`src/rtl/meas_pkg.sv`:
```
// Shared measurement-mux constants and the scan controller state encoding.
// Default sizes here must track the measurement mux that meas_scan_ctrl drives.
package meas_pkg;

    localparam int C_INUM_DEF    = 48;
    localparam int C_IDWIDTH_DEF = 24;
    localparam int C_ISWIDTH_DEF = 6;

    typedef enum logic [2:0] {
        ST_IDLE    = 3'd0,
        ST_SETTLE  = 3'd1,
        ST_CAPTURE = 3'd2,
        ST_OUTPUT  = 3'd3,
        ST_DONE    = 3'd4
    } state_t;

endpackage

```
`src/rtl/meas_settle_cnt.sv`:
```
// Settle counter: synchronous load-to-zero, count-enable, terminal flag at C_SETTLE-1.
// Zero latency on the flag (decoded from the register); no backpressure, load wins over enable.
module meas_settle_cnt #(
    parameter int C_SETTLE = 4,
    parameter int C_CWIDTH = 4
) (
    input  logic I_clk,
    input  logic I_rst,
    input  logic I_load,
    input  logic I_en,
    output logic O_tc
);

    localparam logic [C_CWIDTH-1:0] LP_TC = C_CWIDTH'((C_SETTLE == 0) ? 0 : C_SETTLE - 1);

    logic [C_CWIDTH-1:0] r_cnt;

    always_ff @(posedge I_clk or posedge I_rst) begin
        if (I_rst) begin
            r_cnt <= '0;
        end else if (I_load) begin
            r_cnt <= '0;
        end else if (I_en) begin
            r_cnt <= r_cnt + C_CWIDTH'(1);
        end
    end

    assign O_tc = (r_cnt == LP_TC);

endmodule

```
`src/rtl/meas_scan_ctrl.sv`:
```
// Mux sweep sequencer: start -> per channel settle C_SETTLE, capture, hold on valid/ready until accepted.
// First beat C_SETTLE+1 edges after the start edge; stalls indefinitely on !I_ready. MEAS_SCAN_MAXTRACK_EN adds max tracking.
module meas_scan_ctrl
    import meas_pkg::*;
#(
    parameter int C_INUM    = C_INUM_DEF,
    parameter int C_IDWIDTH = C_IDWIDTH_DEF,
    parameter int C_ISWIDTH = C_ISWIDTH_DEF,
    parameter int C_SETTLE  = 4,
    parameter int C_CWIDTH  = 4
) (
    input  logic                 I_clk,
    input  logic                 I_rst,
    input  logic                 I_start,
    input  logic                 I_abort,
    input  logic [C_IDWIDTH-1:0] I_mux_data,
    output logic [C_ISWIDTH-1:0] O_sel,
    output logic [C_IDWIDTH-1:0] O_data,
    output logic [C_ISWIDTH-1:0] O_idx,
    output logic                 O_valid,
    input  logic                 I_ready,
    output logic                 O_busy,
    output logic                 O_done
`ifdef MEAS_SCAN_MAXTRACK_EN
    ,
    output logic [C_IDWIDTH-1:0] O_max,
    output logic [C_ISWIDTH-1:0] O_max_idx
`endif
);

    localparam logic [C_ISWIDTH-1:0] LP_LAST  = C_ISWIDTH'(C_INUM - 1);
    localparam state_t               LP_FIRST = (C_SETTLE == 0) ? ST_CAPTURE : ST_SETTLE;

    state_t                 r_state;
    state_t                 w_nxt;
    logic [C_ISWIDTH-1:0]   r_sel;
    logic [C_IDWIDTH-1:0]   r_data;
    logic [C_ISWIDTH-1:0]   r_idx;
    logic                   r_valid;
    logic                   w_hs;
    logic                   w_last;
    logic                   w_go;
    logic                   w_abort;
    logic                   w_tc;
    logic                   w_cnt_load;
    logic                   w_cnt_en;

    assign w_hs    = r_valid & I_ready;
    assign w_last  = (r_sel == LP_LAST);
    assign w_abort = I_abort & (r_state != ST_IDLE);
    // A start that coincides with abort is dropped even in IDLE.
    assign w_go    = (r_state == ST_IDLE) & I_start & ~I_abort;

    meas_settle_cnt #(
        .C_SETTLE (C_SETTLE),
        .C_CWIDTH (C_CWIDTH)
    ) u_settle_cnt (
        .I_clk  (I_clk),
        .I_rst  (I_rst),
        .I_load (w_cnt_load),
        .I_en   (w_cnt_en),
        .O_tc   (w_tc)
    );

    always_ff @(posedge I_clk or posedge I_rst) begin
        if (I_rst) begin
            r_state <= ST_IDLE;
        end else begin
            r_state <= w_nxt;
        end
    end

    always_comb begin
        w_nxt = r_state;
        if (I_abort) begin
            w_nxt = ST_IDLE;
        end else begin
            case (r_state)
                ST_IDLE:    if (I_start) w_nxt = LP_FIRST;
                ST_SETTLE:  if (w_tc) w_nxt = ST_CAPTURE;
                ST_CAPTURE: w_nxt = ST_OUTPUT;
                ST_OUTPUT:  if (w_hs) w_nxt = w_last ? ST_DONE : LP_FIRST;
                ST_DONE:    w_nxt = ST_IDLE;
                default:    w_nxt = ST_IDLE;
            endcase
        end
    end

    always_comb begin
        O_busy     = (r_state != ST_IDLE);
        O_done     = (r_state == ST_DONE);
        w_cnt_en   = (r_state == ST_SETTLE);
        w_cnt_load = w_go | w_abort | ((r_state == ST_OUTPUT) & w_hs & ~w_last);
    end

    always_ff @(posedge I_clk or posedge I_rst) begin
        if (I_rst) begin
            r_sel   <= '0;
            r_data  <= '0;
            r_idx   <= '0;
            r_valid <= 1'b0;
        end else if (w_abort) begin
            r_sel   <= '0;
            r_valid <= 1'b0;
        end else begin
            case (r_state)
                ST_IDLE: begin
                    if (w_go) r_sel <= '0;
                end
                ST_CAPTURE: begin
                    r_data  <= I_mux_data;
                    r_idx   <= r_sel;
                    r_valid <= 1'b1;
                end
                ST_OUTPUT: begin
                    if (w_hs) begin
                        r_valid <= 1'b0;
                        if (!w_last) r_sel <= r_sel + C_ISWIDTH'(1);
                    end
                end
                ST_DONE: begin
                    r_sel <= '0;
                end
                default: begin
                    r_sel <= r_sel;
                end
            endcase
        end
    end

    assign O_sel   = r_sel;
    assign O_data  = r_data;
    assign O_idx   = r_idx;
    assign O_valid = r_valid;

`ifdef MEAS_SCAN_MAXTRACK_EN
    logic [C_IDWIDTH-1:0] r_max;
    logic [C_ISWIDTH-1:0] r_max_idx;

    // Strict greater-than keeps the earlier (lower) index on ties, since channels sweep upward.
    always_ff @(posedge I_clk or posedge I_rst) begin
        if (I_rst) begin
            r_max     <= '0;
            r_max_idx <= '0;
        end else if (w_go) begin
            r_max     <= '0;
            r_max_idx <= '0;
        end else if ((r_state == ST_CAPTURE) && !w_abort && (I_mux_data > r_max)) begin
            r_max     <= I_mux_data;
            r_max_idx <= r_sel;
        end
    end

    assign O_max     = r_max;
    assign O_max_idx = r_max_idx;
`endif

endmodule

```
`config.mk`:
```
export PLATFORM = sky130hd
export DESIGN_NAME = meas_scan_ctrl
export DESIGN_NICKNAME = d
export VERILOG_FILES = /design/src/rtl/meas_pkg.sv /design/src/rtl/meas_settle_cnt.sv /design/src/rtl/meas_scan_ctrl.sv
export SDC_FILE = /design/constraint.sdc
export NUM_CORES = 1
export LEC_CHECK = 0
export CORE_UTILIZATION = 48
export DETAILED_ROUTE_END_ITERATION = 7
export PLACE_DENSITY = 0.84
export SETUP_SLACK_MARGIN = 0.5
export SYNTH_ARGS = -nofsm -noshare
export SYNTH_HDL_FRONTEND = slang
export SYNTH_SLANG_ARGS = --single-unit
```
`constraint.sdc`:
```
create_clock -name I_clk -period 5.35 [get_ports I_clk]
set_clock_uncertainty 0.1 [all_clocks]
set_input_delay 1.3375 -clock I_clk [delete_from_list [all_inputs] [get_ports I_clk]]
set_output_delay 1.3375 -clock I_clk [all_outputs]
set_load 0.005 [all_outputs]
```
==> results.json, run 1 <==
{
  "place_hpwl_mm": 3.12,
  "path_clk_slew_ns": 0.08,
  "setup_tns_ns": 0,
  "clockBufferDepth": 2,
  "synth_ff_type": "dfrtp_1",
  "maxSlewHeadroom": 0.608,
  "final.min_clock_period_ns": 3.17,
  "crit_start": "r_state[0]$_DFFE_PP0P_",
  "cts_tree": "built",
  "multi_input_area_sq_um": 816,
  "cts.sinks": 44,
  "critical_path_arrival_ns": 1.73,
  "die_w_um": 66.1,
  "synth_async_sr_flop_share": 1.00,
  "layout_setup_ws_ns": 2.18,
  "dieArea_sq_um": 4370,
  "max_freq_ghz": 0.315,
  "drv_cap": 0,
  "grt_max_degree": 45,
  "synthTopCellsByArea": "dfrtp_1 56%, mux2_2 16%, nor2_1 1.5%",
  "hold_violations": 0,
  "synth_edf_count": 0,
  "diodes": 0,
  "yosys_register_bits": 44,
  "drtIter0Drc": 77,
  "grt_first_pass_wirelength_mm": 7.13,
  "timing.hold.ws_ns": 0.399,
  "cellPowerDensity_nw_per_um2": 396,
  "core_sq_um": 3800,
  "fin_util": 0.733,
  "cp.required_ns": 3.91,
  "path_max_fanout": 11,
  "status": "finished, final reports clean",
  "slowest_stage": "dfrtp_1",
  "ant_nets": 0,
  "grt_use_total": 0.221,
  "seq_area_sq_um": 1100,
  "fp.dieH_um": 66.1,
  "area_growth_pct": 41.2,
  "dr.pass1.iters": 4,
  "avgViaCountPerCell": 5.47,
  "cts_hold_buf": 0,
  "critPathMaxStageDelay_ns": 0.52,
  "antenna_found_initial": 0,
  "syn_area_per_cell_sq_um": 12.7,
  "tightest_slew_ns": 0.586,
  "num_rows": 22,
  "worstHoldStart": "O_data[20]$_DFFE_PP0P_",
  "rsz0062_at_grt": "false",
  "hp-class": "reg2reg",
  "start_util": 0.519,
  "insertion_delay_ns": 0.29,
  "cts_inserted_buffers": 5,
  "root_buffer": "clkbuf_8",
  "nNetsFinal": 255,
  "fin_crit_sh": 0.593,
  "critical_path.cell_chain": "or3_1, clkdlybuf4s50_1",
  "via_count": 1492,
  "synthCells": 155,
  "ys_seq_area_frac": 0.558,
  "critPathKind": "reg2out",
  "fillers": 267,
  "cts_resized": 0,
  "drive_gt1_frac": 0.191,
  "postRouteWirelength_mm": 4.34,
  "grt-ovfl-total": 0,
  "grt_pass1_vias": 1501,
  "dp_slack_ns": 2.19,
  "cp-end-kind": "output port",
  "io_pins": 68,
  "ir_worst_vdd_uv": 281,
  "finalSetupViolCount": 0,
  "r2r-start": "r_state[1]$_DFFE_PP0P_",
  "yosys_warnings": 0,
  "numPortBuffers": 67,
  "syn-num-nets": 186,
  "netlist.top_cell.by_area": "dfrtp_1",
  "drc": 0,
  "synthDominantCellAreaShare": 0.558,
  "maxSlewViolCount": 0,
  "synth.distinct_cells": 42,
  "htreeDepth": 2,
  "cts_setup_buffers": 0,
  "leakagePower_uw": 0.00121,
  "cp-start-kind": "register",
  "total_power_uw": 1100,
  "gp_congestion": 0.916,
  "post_drt_wl_per_cell_um": 15.9,
  "netlist_area_sq_um": 1970
}
==> area by class of cell <==
class / instances / share of cell area
well taps: 48 / 0.0216
flip-flops and latches: 44 / 0.395
clock inverters: 2 / 0.0126
repair buffers: 70 / 0.249
multi-input cells: 101 / 0.293
inverters: 2 / 0.00270
clock buffers: 6 / 0.0261
==> flip-flops by register name, summed over array words and instances (netlist names) <==
name / flops
O_idx: 6
r_state: 3
O_data: 24
O_valid: 1
u_settle_cnt.r_cnt: 4
O_sel: 6
==> per-stage QoR <==
stage	cell area, sq um	std cells
global route	2790	273
detailed placement	2680	265
floorplan	1970	155
CTS	2790	273
global placement	2680	265
finish	2790	273
==> worst paths after layout <==
path	slack (ns)	end	cells after the start
setup reg to reg	3.39	O_sel[3]$_DFFE_PP0P_	4
max in group asynchronous	3.41	O_valid$_DFFE_PP0P_	3
setup / recovery	2.18	O_busy	2
min in group asynchronous	1.38	O_data[0]$_DFFE_PP0P_	3
hold reg to reg	0.40	O_data[20]$_DFFE_PP0P_	1
hold / removal	0.40	O_data[20]$_DFFE_PP0P_	1
==> worst max-delay path, delay by kind of cell (launching register included) <==
| kind | cells | cell delay (ns) |
|---|---|---|
| flip-flops | 1 | 0.52 |
| buffers and inverters | 1 | 0.47 |
| AND/OR/NAND/NOR | 1 | 0.46 |
==> routing by layer <==
layer / wire length (um) / GRT usage / vias up
li1: - / - / 705
met1: 1690 / 0.266 / 727
met2: 2370 / 0.385 / 56
met3: 259 / 0.0741 / 4
met4: 23 / 0.0399 / 0
met5: 0 / 0 / -
==> power breakdown <==
group          switching, uW  internal, uW
logic                    106           257
registers               64.0           433
clock network            105           138
==> synthesized netlist by cell type (2+ instances only) <==
| cell | instances |
|---|---|
| nor3_1 | 4 |
| o22a_1 | 2 |
| ha_1 | 2 |
| mux2_2 | 28 |
| o21ai_0 | 2 |
| nand2_1 | 6 |
| nor4_1 | 2 |
| o22ai_1 | 2 |
| and3_1 | 3 |
| and2_1 | 3 |
| nor3b_1 | 2 |
| xor2_1 | 2 |
| dfrtp_1 | 44 |
| nand3_1 | 4 |
| nor2b_1 | 3 |
| a21oi_1 | 3 |
| mux2i_1 | 2 |
| o41ai_1 | 2 |
| buf_2 | 4 |
| mux2_1 | 2 |
| a221o_1 | 2 |
| or3_1 | 2 |
| nor2_1 | 8 |
| buf_6 | 2 |
| a31oi_1 | 2 |
==> logic make-up after synthesis <==
logic type / Yosys count / share of synthesized area
buffers and inverters: 10 / 0.0311
adders and majority gates: 2 / 0.0127
xor gates and xnor gates: 3 / 0.0133
AOI/OAI and AO/OA: 21 / 0.0787
and+or+nand+nor: 43 / 0.124
muxes: 32 / 0.181
DFF: 44 / 0.558
==> layout by cell type (no fill, tap or decap), types with 3 or more instances in the layout <==
cell	n
dfrtp_1	44
and3_1	3
nor2_1	8
mux2_2	28
nor2b_1	3
and2_1	3
nand3_1	4
nand2_1	6
buf_4	3
nor3_1	4
a21oi_1	3
clkdlybuf4s50_1	67
clkbuf_8	5
No activity file was read; power rests on OpenSTA's default activity.
==> inputs of run 2 (changes only) <==
CORE_UTILIZATION = 45   (was 48)
PLACE_DENSITY = 0.8   (was 0.84)
clock period = 3.1 ns   (was 5.35 ns; I/O delays follow)
==> run 2 against run 1 <==
Critical path depth did not move. Design area rose by 1.0%. Die area is 6.5% higher. Sequential share of layout area fell by 0.27 points. Clock power is 43% higher. First-iteration DRC count is 34% lower. Non-clock buffer count up 4. Sequential cell count unchanged. Largest cell class unchanged. Critical endpoint unchanged. Total power rose by 67%.
==> results.json, run 2 (synthesis gave the netlist of run 1 again) <==
{
  "status": "finished, final reports clean",
  "place_hpwl_mm": 3.34,
  "critPathKind": "reg2out",
  "fp.dieH_um": 68.2,
  "cp-end-kind": "output port",
  "cp.required_ns": 2.22,
  "rsz0062_at_grt": "false",
  "cts.sinks": 44,
  "postRouteWirelength_mm": 4.59,
  "hp-class": "reg2reg",
  "tightest_slew_ns": 0.983,
  "drtIter0Drc": 51,
  "setup_tns_ns": 0,
  "drive_gt1_frac": 0.223,
  "finalSetupViolCount": 0,
  "antenna_found_initial": 0,
  "area_growth_pct": 42.7,
  "gp_congestion": 0.849,
  "grt_first_pass_wirelength_mm": 6.80,
  "die_w_um": 68.2,
  "critPathMaxStageDelay_ns": 0.47,
  "drv_cap": 0,
  "ir_worst_vdd_uv": 404,
  "htreeDepth": 2,
  "nNetsFinal": 259,
  "core_sq_um": 4120,
  "cp-start-kind": "register",
  "clockBufferDepth": 2,
  "grt_use_total": 0.205,
  "num_rows": 23,
  "insertion_delay_ns": 0.29,
  "dieArea_sq_um": 4650,
  "timing.hold.ws_ns": 0.396,
  "fillers": 312,
  "design_area_sq_um": 2810,
  "final_cell_mix": "67 x clkdlybuf4s50_1, 41 x dfrtp_1, 28 x mux2_2",
  "cts_tree": "built",
  "critical_path.cell_chain": "or3_1, clkdlybuf4s50_1",
  "largest_reg_flops": 24,
  "diodes": 0,
  "fin_crit_sh": 0.812,
  "drc": 0,
  "grt-ovfl-total": 0,
  "hold_violations": 0,
  "start_util": 0.479,
  "ant_nets": 0,
  "slowest_stage": "clkdlybuf4s50_1",
  "io_pins": 68,
  "maxSlewHeadroom": 0.341,
  "cts_inserted_buffers": 5,
  "max_freq_ghz": 0.397,
  "final_common_cell": "clkdlybuf4s50_1",
  "path_max_fanout": 6,
  "cellPowerDensity_nw_per_um2": 655,
  "dr.pass1.iters": 4,
  "r2r_slack_ns": 1.13,
  "hold_depth": 1,
  "maxSlewViolCount": 0,
  "place_area_sq_um": 2690,
  "critical_path_arrival_ns": 1.64,
  "avgViaCountPerCell": 5.46,
  "grt_pass1_vias": 1488,
  "rr_worst_depth": 5,
  "post_drt_wl_per_cell_um": 16.4,
  "final.min_clock_period_ns": 2.52,
  "grt_max_degree": 31,
  "via_count": 1523,
  "root_buffer": "clkbuf_8",
  "path_clk_slew_ns": 0.08,
  "numPortBuffers": 67,
  "leakagePower_uw": 0.00123
}
==> run 2: power by group <==
part	internal [uW]	switching [uW]	leakage (uW)	total [uW]
Clock	157	191	0.0000479	348
Sequential	748	107	0.000567	855
Combinational	449	191	0.000611	639
Total	1350	489	0.00123	1840
==> run 2: critical path, delay by kind of cell, from the launching register on <==
kind	cells	cell delay [ns]
AND/OR/NAND/NOR	1	0.44
buffers and inverters	1	0.47
flip-flops	1	0.45
==> run 2: routing by layer <==
metal,part of all wire,track usage,routed length (um),vias up
li1,-,-,-,710
met5,0,0,0,-
met4,0.011,0.0833,51,0
met3,0.056,0.0633,259,6
met1,0.43,0.249,1950,743
met2,0.51,0.337,2320,64
==> run 2: path summary, 6_finish.rpt <==
kind	from	to
worst max-delay path	r_state[2]$_DFFE_PP0P_	O_busy
worst min-delay path	O_data[20]$_DFFE_PP0P_	O_data[20]$_DFFE_PP0P_
worst max register to register	r_state[2]$_DFFE_PP0P_	u_settle_cnt.r_cnt[1]$_DFFE_PP0P_
worst min register to register	O_data[20]$_DFFE_PP0P_	O_data[20]$_DFFE_PP0P_
max in group asynchronous	I_rst	r_state[1]$_DFFE_PP0P_
min in group asynchronous	I_rst	O_idx[0]$_DFFE_PP0P_
==> run 2: repair_timing <==
action	4_1_cts	5_1_grt
hold buffers	0	0
hold endpoints to repair	0	0
setup buffers	0	5
gates resized for setup	1	2
endpoints found under the setup margin	1	1
cloned	0	0
==> run 2: per-stage QoR <==
stage / setup WS (ns) / power (uW) / util / cells
3_5_place_dp: 0.486 / 1500 / 0.652 / 266
5_1_grt: 0.528 / 1950 / 0.684 / 279
6_report: 0.583 / 1840 / 0.684 / 279
2_1_floorplan: 1.15 / 1080 / - / 155
3_3_place_gp: 0.557 / 1460 / 0.652 / 266
4_1_cts: 0.514 / 1860 / 0.674 / 274
==> run 2: area by class of cell <==
type | count | area, sq um | share of cell area
tap | 50 | 62.6 | 0.0222
inverter | 2 | 7.51 | 0.00267
timing repair buffer | 74 | 736 | 0.261
multi-input combinational | 101 | 816 | 0.290
sequential | 44 | 1100 | 0.393
clock inverter | 3 | 18.8 | 0.00667
clock buffer | 5 | 68.8 | 0.0245
